`src/rtl/spi_tx_queue_pkg.sv`:
```
// Shared definitions for the SPI transmit feeder: FSM states, byte width, default fill byte.
package spi_tx_queue_pkg;

  localparam int BYTE_W = 8;
  localparam logic [BYTE_W-1:0] FILL_DEFAULT = 8'h00;

  typedef enum logic [1:0] {
    RESYNC   = 2'd0,
    IDLE     = 2'd1,
    WAIT_ACK = 2'd2
  } state_t;

endpackage

```
`src/rtl/spi_tx_queue_if.sv`:
```
// Producer-side byte stream into the SPI transmit queue.
// Handshake: a beat transfers on a rising clk edge where in_valid && in_ready; in_data is
// held by the producer while in_valid is high, and in_ready never depends on in_valid.
interface spi_tx_queue_if;
  import spi_tx_queue_pkg::*;

  logic [BYTE_W-1:0] in_data;
  logic              in_valid;
  logic              in_ready;

  modport master (output in_data, output in_valid, input in_ready);
  modport slave  (input in_data, input in_valid, output in_ready);

endinterface

```
`src/rtl/spi_tx_queue_sync_ff.sv`:
```
// Generic N-stage single-bit synchronizer; reusable by any CDC block in the SPI slice.
module sync_ff #(
  parameter int STAGES = 2
) (
  input  logic clk,
  input  logic rst,
  input  logic d,
  output logic q
);

  logic [STAGES-1:0] ff;

  always_ff @(posedge clk) begin
    if (rst) ff <= '0;
    else     ff <= {ff[STAGES-2:0], d};
  end

  assign q = ff[STAGES-1];

endmodule

```
`src/rtl/spi_tx_queue.sv`:
```
// System-clock feeder: byte FIFO plus two-phase toggle handshake to the SPI-clock importer.
// Optional build macro SPI_TX_QUEUE_FILL_EN sends one FILL byte whenever the queue drains.
module spi_tx_queue
  import spi_tx_queue_pkg::*;
#(
  parameter int                DEPTH       = 4,
  parameter int                SYNC_STAGES = 2,
  parameter logic [BYTE_W-1:0] FILL        = FILL_DEFAULT
) (
  input  logic                   clk,
  input  logic                   rst,
  spi_tx_queue_if.slave          prod,
  output logic [$clog2(DEPTH):0] level,
  output logic                   busy,
  output logic [BYTE_W-1:0]      cdc_data,
  output logic                   cdc_req,
  input  logic                   cdc_ack,
  output state_t                 dbg_state
);

  localparam int PW = $clog2(DEPTH);
  localparam int LW = PW + 1;
  localparam int CW = $clog2(SYNC_STAGES + 1) + 1;

  logic [BYTE_W-1:0] mem [DEPTH];
  logic [PW-1:0]     wr_ptr;
  logic [PW-1:0]     rd_ptr;
  logic              push;
  logic              pop;
  logic              ack_s;

  state_t            state;
  state_t            state_d;
  logic [CW-1:0]     cnt;
  logic [CW-1:0]     cnt_d;
  logic              req_d;
  logic [BYTE_W-1:0] data_d;

`ifdef SPI_TX_QUEUE_FILL_EN
  logic              last_fill;
  logic              last_fill_d;
`else
  logic              unused_fill;
  assign unused_fill = ^FILL;
`endif

  sync_ff #(.STAGES(SYNC_STAGES)) u_ack_sync (
    .clk (clk),
    .rst (rst),
    .d   (cdc_ack),
    .q   (ack_s)
  );

  // in_ready looks only at the registered level, so a pop never frees a slot in the same cycle.
  assign prod.in_ready = (level != LW'(DEPTH));
  assign push          = prod.in_valid && prod.in_ready;
  assign busy          = (state != IDLE);
  assign dbg_state     = state;

  always_comb begin
    state_d = state;
    cnt_d   = cnt;
    req_d   = cdc_req;
    data_d  = cdc_data;
    pop     = 1'b0;
`ifdef SPI_TX_QUEUE_FILL_EN
    last_fill_d = last_fill;
`endif
    case (state)
      RESYNC: begin
        // Adopt the importer's settled ack so nothing looks outstanding after reset.
        if (cnt == CW'(SYNC_STAGES)) begin
          req_d   = ack_s;
          state_d = IDLE;
        end else begin
          cnt_d = cnt + CW'(1);
        end
      end
      IDLE: begin
        if (level != '0) begin
          data_d  = mem[rd_ptr];
          pop     = 1'b1;
          req_d   = ~cdc_req;
          state_d = WAIT_ACK;
`ifdef SPI_TX_QUEUE_FILL_EN
          last_fill_d = 1'b0;
`endif
        end
`ifdef SPI_TX_QUEUE_FILL_EN
        else if (!last_fill) begin
          data_d      = FILL;
          req_d       = ~cdc_req;
          state_d     = WAIT_ACK;
          last_fill_d = 1'b1;
        end
`endif
      end
      WAIT_ACK: begin
        if (ack_s == cdc_req) state_d = IDLE;
      end
      default: state_d = RESYNC;
    endcase
  end

  always_ff @(posedge clk) begin
    if (rst) begin
      state    <= RESYNC;
      cnt      <= '0;
      cdc_req  <= 1'b0;
      cdc_data <= '0;
      level    <= '0;
      wr_ptr   <= '0;
      rd_ptr   <= '0;
`ifdef SPI_TX_QUEUE_FILL_EN
      last_fill <= 1'b1;
`endif
    end else begin
      state    <= state_d;
      cnt      <= cnt_d;
      cdc_req  <= req_d;
      cdc_data <= data_d;
      level    <= level + LW'(push) - LW'(pop);
      if (push) wr_ptr <= wr_ptr + PW'(1);
      if (pop)  rd_ptr <= rd_ptr + PW'(1);
`ifdef SPI_TX_QUEUE_FILL_EN
      last_fill <= last_fill_d;
`endif
    end
  end

  always_ff @(posedge clk) begin
    if (push) mem[wr_ptr] <= prod.in_data;
  end

endmodule

```
`src/flat_wrapper.sv`:
```
// flat-port wrapper written by rule: the top's interface ports become plain ports
module spi_tx_queue_flat import spi_tx_queue_pkg::*;
#(
  parameter int                DEPTH       = 4,
  parameter int                SYNC_STAGES = 2,
  parameter logic [BYTE_W-1:0] FILL        = FILL_DEFAULT
)
  (clk, rst, level, busy, cdc_data, cdc_req, cdc_ack, dbg_state, prod_in_data, prod_in_valid, prod_in_ready);
  spi_tx_queue_if prod_i ();
  input  logic clk;
  input  logic rst;
  output logic [$clog2(DEPTH):0] level;
  output logic busy;
  output logic [BYTE_W-1:0] cdc_data;
  output logic cdc_req;
  input  logic cdc_ack;
  output state_t dbg_state;
  input wire logic [$bits(prod_i.in_data)-1:0] prod_in_data;
  input wire logic [$bits(prod_i.in_valid)-1:0] prod_in_valid;
  output wire logic [$bits(prod_i.in_ready)-1:0] prod_in_ready;
  assign prod_i.in_data = prod_in_data;
  assign prod_i.in_valid = prod_in_valid;
  assign prod_in_ready = prod_i.in_ready;
  spi_tx_queue #(.DEPTH(DEPTH), .SYNC_STAGES(SYNC_STAGES), .FILL(FILL)) u_core (.clk(clk), .rst(rst), .prod(prod_i), .level(level), .busy(busy), .cdc_data(cdc_data), .cdc_req(cdc_req), .cdc_ack(cdc_ack), .dbg_state(dbg_state));
endmodule
```
`config.mk`:
```
export PLATFORM = sky130hd
export DESIGN_NAME = spi_tx_queue_flat
export DESIGN_NICKNAME = d
export VERILOG_FILES = /design/src/rtl/spi_tx_queue_pkg.sv /design/src/rtl/spi_tx_queue_if.sv /design/src/rtl/spi_tx_queue_sync_ff.sv /design/src/rtl/spi_tx_queue.sv /design/src/flat_wrapper.sv
export SDC_FILE = /design/constraint.sdc
export NUM_CORES = 1
export LEC_CHECK = 0
export BUFFER_PORTS_ARGS = -buffer_cell sky130_fd_sc_hd__buf_4
export CAP_MARGIN = 25
export CORE_MARGIN = 4
export CORE_UTILIZATION = 39
export CTS_BUF_LIST = sky130_fd_sc_hd__clkbuf_16
export CTS_CLUSTER_SIZE = 14
export DETAILED_ROUTE_END_ITERATION = 6
export PLACE_DENSITY = 0.66
export SLEW_MARGIN = 20
export SYNTH_ARGS = -nofsm -noshare
export SYNTH_HDL_FRONTEND = slang
export SYNTH_SLANG_ARGS = --single-unit
export TNS_END_PERCENT = 1
```
`constraint.sdc`:
```
create_clock -name clk -period 2.26 [get_ports clk]
set_input_delay 0.226 -clock clk [delete_from_list [all_inputs] [get_ports clk]]
set_output_delay 0.226 -clock clk [all_outputs]
set_load 0.05 [all_outputs]
```
# --- Yosys cells after proc, flatten, opt, wreduce, memory -nomap -nowiden ---
# Memories as Yosys holds them, arrays and structs flattened. A register that Yosys moved wholly into a read port is not among the register bits.
# Index checks and enable logic that the tools add are counted.
# Widths: inputs -> output; s select.
op_classes:
  addsub: 5
  mul: 0
  div: 0
  order_cmp: 0
  eq_ne: 9
  n_shift: 0
  mux: 11
  n_bitwise: 2
  n_reduce_logical: 8
ops:
  columns: ["cell", "count"]
  rows:
  - ["$ne 2x1->1 const B", 4]
  - ["$mux 1", 6]
  - ["$mux 2", 3]
  - ["$pmux 2 s3", 1]
  - ["$reduce_and 3->1", 2]
  - ["$add 2x1->2 const B", 2]
  - ["$reduce_and 2->1", 2]
  - ["$add 3x1->3", 1]
  - ["$add 3x1->3 const B", 1]
  - ["$eq 3x2->1 const B", 1]
  - ["$ne 3x3->1 const B", 1]
  - ["$reduce_bool 3->1", 1]
  - ["$sub 3x1->3", 1]
  - ["$eq 2x1->1 const B", 1]
  - ["$eq 2x2->1 const B", 1]
  - ["$logic_not 2->1", 1]
  - ["$not 1->1", 2]
  - ["$pmux 1 s2", 1]
  - ["$reduce_bool 2->1", 1]
  - ["$eq 1x1->1", 1]
  - ["$logic_and 1x1->1", 1]
totals:
  ff_bits: 15
  latchBits: 0
  mem_bits_rw: 32
  romBits: 0
  in_bits: 12
  out_inout_bits: 16
  wordCells: 43
  n_memories: 1
memory_table:
  columns: ["name", "words", "word_bits", "rd", "rd_clocked_by_memory_dff", "wr", "line_no", "text"]
  rows:
  - ["u_core.mem", 4, 8, 1, 1, 1, "spi_tx_queue.sv:25", "logic [BYTE_W-1:0] mem [DEPTH];"]

# --- Logic depth before layout (Yosys ltp) ---
# Gate-level depths: netlist of the first run.
depth:
  depth_word: 4
  ltp_mapped: 10
  depth_no_buf: 10

# --- Cells and area by module ---
# From an unflattened synthesis of the first run, not the netlist that was laid out.
unflattened:
  cells_unflattened: 168
  area_unflattened_um2: 2287.2
modules_own_cells:
  columns: ["module", "n_inst", "cells_each", "area_per_inst_um2", "seq_area_each_um2"]
  rows:
  - ["spi_tx_queue", 1, 164, 2234.6, 1381.3]
  - ["sync_ff", 1, 4, 52.6, 40.0]

# --- Least setup slack after synthesis of the first run ---
# OpenSTA, ideal clock, no wires.
synth_timing:
  path_type: "register -> register"
  startpoint: "register u_core.level[2]"
  endpoint: "register u_core.level[2]"
  setup_ns: 0.128
  arrival_time_ns: 2.356
  required_time_ns: 2.132
  setup_slack_ns: -0.224
  path_stages_with_launch: 11
  n_path_buf: 0
  period_less_slack_ns: 2.484
  path_cell_list: "dfxtp_1 > or3_4 > nand2_4 > inv_4 > ha_1 > inv_1 > ha_1 > fa_1 > xnor2_1 > xnor2_1 > nor2_1"
synth_between:
  elab_chain_len: 4
  word_cells_on_any_way: 7
  cone_classes: "2 x add/sub; 1 x eq/ne; 2 x mux; 2 x reduce/logical"
synth_rtl:
  columns: ["element", "line_no", "text"]
  rows:
  - ["start: declaration", "spi_tx_queue.sv:13", "output logic [$clog2(DEPTH):0] level,"]
  - ["start signal: assignment", "spi_tx_queue.sv:122", "level <= level + LW'(push) - LW'(pop);"]
  - ["$reduce_bool 3->1", "spi_tx_queue.sv:80", "if (level != '0) begin"]
  - ["$mux 1", "spi_tx_queue.sv:80", null]
  - ["$mux 1", "spi_tx_queue.sv:69", "case (state)"]
  - ["net u_core.pop", "spi_tx_queue.sv:29", "logic pop;"]
  - ["$sub 3x1->3", "spi_tx_queue.sv:122", null]
# The timed path passes the listed nets, and every way through them passes these cells.
# A chain may end at the register's enable or synchronous reset.

# --- Worst setup path after layout of the first run ---
layout_timing:
  startpoint: "register u_core.level[1]"
  endpoint: "register u_core.level[2]"
# The elaborated chain is that of the path after synthesis.

==> flow_summary_export.csv, run 1 <==
group,metric,value,unit
routing,dr.pass1.iters,4,
floorplanning,core,5507,sq um
timing,slew_headroom,57.20,%
floorplanning,dieWidth,83.17,microns
global_routing,globalRouteTotalUtil,12.03,%
clocking,clk_latency,300,ps
power,p_int,2.118,mW
setup_path,crit_path_start_kind,"flip-flop",
timing,hold_viol_final,0,
yosys,ys_seq_area_share,64.51,%
yosys,ys_warn_count,0,
power,swShare,35.07,%
routing,routed_wl,3793,microns
clocking,path_clk_slew,80,ps
timing,fin_tns_setup,0,ps
timing,fin_crit,2166,ps
power,p_per_area,1206,nW/um^2
routing,via_per_inst,4.796,
global_routing,overflow,0,
layout,n_antenna_cell,0,
floorplanning,die_area,6916,sq um
global_routing,grt_pass1_wl,6472,microns
clocking,root_buffer,"clkbuf_16",
power,p_leak,0.9869,nW
yosys,syn-instance-count,159,
timing,fmax,461.7,MHz
routing,num_vias,1271,
yosys,synth.top_cell.area_share,43.61,%
timing,setup_viol,0,
yosys,mappedNetlistArea,2203,sq um
yosys,synth_fp_nets,180,
layout,area_delta_synth_final,22.77,%
timing,drv_slew,0,
global_routing,grt_max_degree,24,
yosys,ys_types,32,
clocking,cts_setup_buffers,0,
routing,drc,0,
yosys,synthTopCellsByArea,"edfxtp_1 44%, dfxtp_1 21%, mux4_2 8.2%",
clocking,cts_buffers,5,
timing,skew,6.359,ps
clocking,cts-htree-levels,2,
min_path,min_path_cells,1,
power,p_total,3.262,mW
setup_path,rr_worst_depth,10,
clocking,post_cts_resized,0,
power,ir_drop,541.8,uV
layout,nets,213,
min_path,min_path_type,"primary input to flip-flop",
layout,post-route-util,49.13,%
clocking,cts_tree,"built",
placement,pre_cts_slack,94.42,ps
timing,setup_slack,94.13,ps
setup_path,cp.required,2440,ps
placement,portBuffers,27,
routing,drt_iter0_drc,37,
setup_path,worstSetupPathType,"flip-flop to flip-flop",
timing,fin_crit_sh,95.83,%
clocking,cts_buffer_depth,2,
global_routing,antenna_found_initial,0,
placement,dp.cells,257,
power,combinationalPowerShare,34.2,%
run,maxCapViolCount,0,
clocking,clkSinkCount,55,
floorplanning,io_pins,28,
yosys,synth-seq-cells,55,
routing,wire_per_inst,14.31,microns
power,p_clk_share,24.4,%
yosys,netlist.top_cell.by_area,"edfxtp_1",
yosys,avgSynthCellArea,13.86,sq um
power,p_switching,1.144,mW
floorplanning,row_count,27,
timing,worst_slew_pin_slew,641.1,ps
placement,place.gp.congestion,0.6802,
run_status,status,"completed",
routing,ant_nets,0,
timing,rsz0062_at_grt,"no",
global_routing,first_global_vias,1289,
setup_path,endpoint_kind,"flip-flop",
floorplanning,initial_core_util,40.01,%
layout,drive_gt1_share,33.16,%
setup_path,cp.arrival,2350,ps
power,pwr-share-seq,41.4,%
setup_path,path_max_fanout,10,
layout,stdcell_count,265,
clocking,cts_hold_buf,0,
floorplanning,fp.dieH,83.17,microns
placement,post-dp-hpwl,2643,microns
-- cell usage after synthesis (all sizes together) --
library cell and number:
buf 2, fa 1, a221oi 1, nor3 1, xor2 2, or3 1
a211oi 2, xnor2 5, clkbuf 3, dfxtp 23, nand2 19, a211o 1
edfxtp 32, a21boi 1, nand3b 1, nand2b 1, nor2 11, ha 8
mux4 8, nor2b 5, inv 10, nand3 2, and2 5, a21o 1
mux2i 1, a21oi 12
-- cells by family (layout without fill, tap and decap cells) --
group / Yosys count / after routing / share of synthesized area, %
multiplexers: 9 / 9 / 8.631
AND/OR/NAND/NOR: 46 / 46 / 10.22
buffers and inverters: 15 / 49 / 3.180
adder cells (fa/ha/maj): 9 / 9 / 5.452
AO/OA/AOI/OAI: 18 / 18 / 5.224
XOR/XNOR: 7 / 7 / 2.783
flip-flops: 55 / 55 / 64.51
-- routing by layer --
layer | wire (microns) | up-vias | part of all wire (%) | global-route usage [%]
met2 | 1816 | 28 | 48 | 19.46
li1 | - | 627 | - | -
met4 | 35 | 0 | 0.92 | 2.675
met3 | 225 | 4 | 5.9 | 4.861
met1 | 1716 | 612 | 45 | 15.21
met5 | 0 | - | 0 | 0
-- path summary, 6_finish.rpt --
check	from	end	slack (ps)
max	u_core.level[1]	u_core.level[2]	90
min	prod_in_data[4]	u_core.mem[2][4]	130
max reg2reg	u_core.level[1]	u_core.level[2]	90
min reg2reg	u_core.u_ack_sync.ff[0]	u_core.u_ack_sync.ff[1]	450
-- metrics by stage --
stage                     hold slack [ps]  cell area (sq um)
after floorplan                     287.9               2253
after global placement              429.5               2546
after detailed placement            434.0               2546
after CTS                           119.6               2705
after global routing                119.1               2705
final                               128.5               2705
-- worst max-delay path: stages, from the launching register on --
cell and delay (ps):
dfxtp_4 340, or3_4 420, nand2_8 100, inv_8 50, ha_4 250, inv_2 30, ha_2 160, fa_2 370
xnor2_2 170, xnor2_1 130, nor2_1 50
-- layout make-up --
cell class	count	area, sq um
Sequential cell	55	1433
Timing Repair Buffer	31	232.7
Tap cell	72	90.09
Clock buffer	5	125.1
Fill cell	492	2801
Clock inverter	3	33.78
Inverter	10	45.04
Multi-Input combinational cell	89	745.7
-- power by group through the flow --
stage                     sequential (mW)  combinational (mW)  clock [mW]
final                                1.35                1.12       0.795
after global routing                 1.38                1.22       0.872
after CTS                            1.36                1.14       0.822
after detailed placement             1.38                1.13           0
after global placement               1.37                1.12           0
after floorplan                      1.54               0.703           0
-- layout by cell type, fill, tap and decap left out, types with 2 or more instances in the layout --
master     netlist  routed
mux4_2           8       8
a21oi_1         11      11
a211oi_1         2       2
buf_4            1      31
inv_1            8       7
nand2_1         18      18
nand3_1          2       2
xor2_1           2       2
nor2b_1          4       4
dfxtp_2          0       3
nor2_1          11      11
ha_1             8       6
and2_1           5       5
clkbuf_16        0       5
dfxtp_4          0       2
inv_2            1       2
edfxtp_1        32      32
dfxtp_1         23      18
xnor2_1          5       4
-- state kept, by name (all words and copies together), names as in the netlist --
name,flops
u_core.wr_ptr,2
u_core.mem,32
u_core.rd_ptr,2
u_core.cnt,3
u_core.cdc_req,1
u_core.dbg_state,2
u_core.cdc_data,8
u_core.u_ack_sync.ff,2
u_core.level,3
No activity file was read; power rests on OpenSTA's default activity.
==> run 2: changes to the inputs <==
CORE_MARGIN = 5   (was 4)
==> flow_summary_export.csv, run 2 (synthesis results as in run 1) <==
group,metric,value,unit
global_routing,globalRouteTotalUtil,11.54,%
min_path,hold_end,"u_core.mem[0][6]",
clocking,cts_tree,"built",
layout,largest-register,"u_core.mem",
timing,setup_viol,0,
setup_path,regToRegSetupSlack,110,ps
layout,area_delta_synth_final,22.77,%
routing,wire_per_inst,14.33,microns
clocking,cts_buffers,5,
setup_path,cp.arrival,2330,ps
routing,num_vias,1263,
timing,hold_viol_final,0,
timing,setup_slack,109.0,ps
floorplanning,initial_core_util,40.01,%
timing,fin_tns_setup,0,ps
floorplanning,row_count,27,
setup_path,worstSetupPathType,"flip-flop to flip-flop",
setup_path,critPathTopFamily,"adder cells",
setup_path,crit_path_top_delay_cell,"or3_4",
power,p_leak,0.9872,nW
setup_path,path_max_fanout,10,
power,ir_drop,512.2,uV
min_path,min_path_type,"primary input to flip-flop",
clocking,root_buffer,"clkbuf_16",
placement,pre_cts_slack,73.97,ps
power,p_per_area,1206,nW/um^2
layout,finalInstanceArea,2705,sq um
setup_path,crit_path_start_kind,"flip-flop",
timing,slew_headroom,58.69,%
timing,drv_slew,0,
layout,nets,213,
layout,top_regs,"u_core.mem: 32 flops, u_core.cdc_data: 8 flops",
layout,drive_gt1_share,33.16,%
setup_path,endpoint_kind,"flip-flop",
global_routing,overflow,0,
clocking,cts-htree-levels,2,
placement,dp.cells,257,
layout,stdcell_count,265,
global_routing,grt_max_degree,24,
timing,hold_slack,125.2,ps
layout,final_common_cell,"edfxtp_1",
layout,most-common-layout-cells,"32 x edfxtp_1, 31 x buf_4, 18 x nand2_1, 18 x dfxtp_1",
timing,skew,4.148,ps
placement,placed_area,2546,sq um
timing,rsz0062_at_grt,"no",
clocking,clk_latency,300,ps
layout,post-route-util,49.13,%
setup_path,rr_startpoint,"u_core.level[1]",
clocking,clkSinkCount,55,
clocking,cts_setup_buffers,0,
floorplanning,fp.dieH,85.17,microns
clocking,cts_buffer_depth,2,
global_routing,first_global_vias,1266,
routing,via_per_inst,4.766,
min_path,min-delay-start,"prod_in_data[6]",
setup_path,path_cells,"or3_4 > nand2_8 > inv_8 > ha_4 > inv_2 > ha_2 > fa_2 > xnor2_2 > xnor2_1 > nor2_1",
setup_path,rr_worst_depth,10,
floorplanning,io_pins,28,
layout,n_antenna_cell,0,
setup_path,worst-path-buf-inv,2,
clocking,path_clk_slew,70,ps
timing,fin_crit_sh,95.18,%
placement,post-dp-hpwl,2609,microns
run,maxCapViolCount,0,
routing,drc,0,
setup_path,slowest_delay,420,ps
placement,portBuffers,27,
min_path,min_path_cells,1,
power,p_total,3.263,mW
routing,routed_wl,3798,microns
routing,drt_iter0_drc,54,
floorplanning,core,5507,sq um
timing,fmax,464.9,MHz
routing,dr.pass1.iters,4,
run_status,status,"completed",
layout,largest_register_ffs,32,
setup_path,worst_r2r_endpoint,"u_core.level[2]",
timing,fin_crit,2151,ps
floorplanning,die_area,7253,sq um
floorplanning,dieWidth,85.17,microns
global_routing,grt_pass1_wl,6368,microns
setup_path,cp.required,2440,ps
global_routing,antenna_found_initial,0,
timing,worst_slew_pin_slew,618.8,ps
placement,place.gp.congestion,0.6957,
routing,ant_nets,0,
## run 2: where the power goes
part           internal [mW]  switching (mW)  total, mW  leakage (nW)
Clock                  0.426           0.373      0.799        0.0772
Combinational          0.453           0.658       1.11         0.426
Sequential              1.24           0.115       1.35         0.484
## run 2: worst max-delay path by stage
stage | startpoint | end | slack [ps] | depth (start not counted)
after floorplan | u_core.level[1] | u_core.level[2] | 2 | 10
after global placement | u_core.level[1] | u_core.level[2] | 110 | 10
after detailed placement | u_core.level[1] | u_core.level[2] | 70 | 10
after CTS | u_core.level[1] | u_core.level[2] | 60 | 10
after global routing | u_core.level[1] | u_core.level[2] | 30 | 10
final | u_core.level[1] | u_core.level[2] | 110 | 10
## run 2: area by class of cell
class | count | area, sq um
fill | 482 | 2801
timing repair buffer | 31 | 232.7
multi-input combinational | 89 | 745.7
tap | 72 | 90.09
clock inverter | 3 | 33.78
inverter | 10 | 45.04
clock buffer | 5 | 125.1
sequential | 55 | 1433
## run 2: per-layer routing
layer | GRT usage (%) | vias up | share of wire, %
li1 | - | 621 | -
met1 | 13.98 | 612 | 46
met2 | 18.79 | 25 | 47
met3 | 3.689 | 5 | 5.1
met4 | 5.180 | 0 | 1.6
met5 | 0 | - | 0
## run 2: what timing repair did
| item | CTS | global route |
|---|---|---|
| setup endpoints to repair | 0 | 1 |
| gates resized for setup | 0 | 0 |
| hold buffers | 0 | 0 |
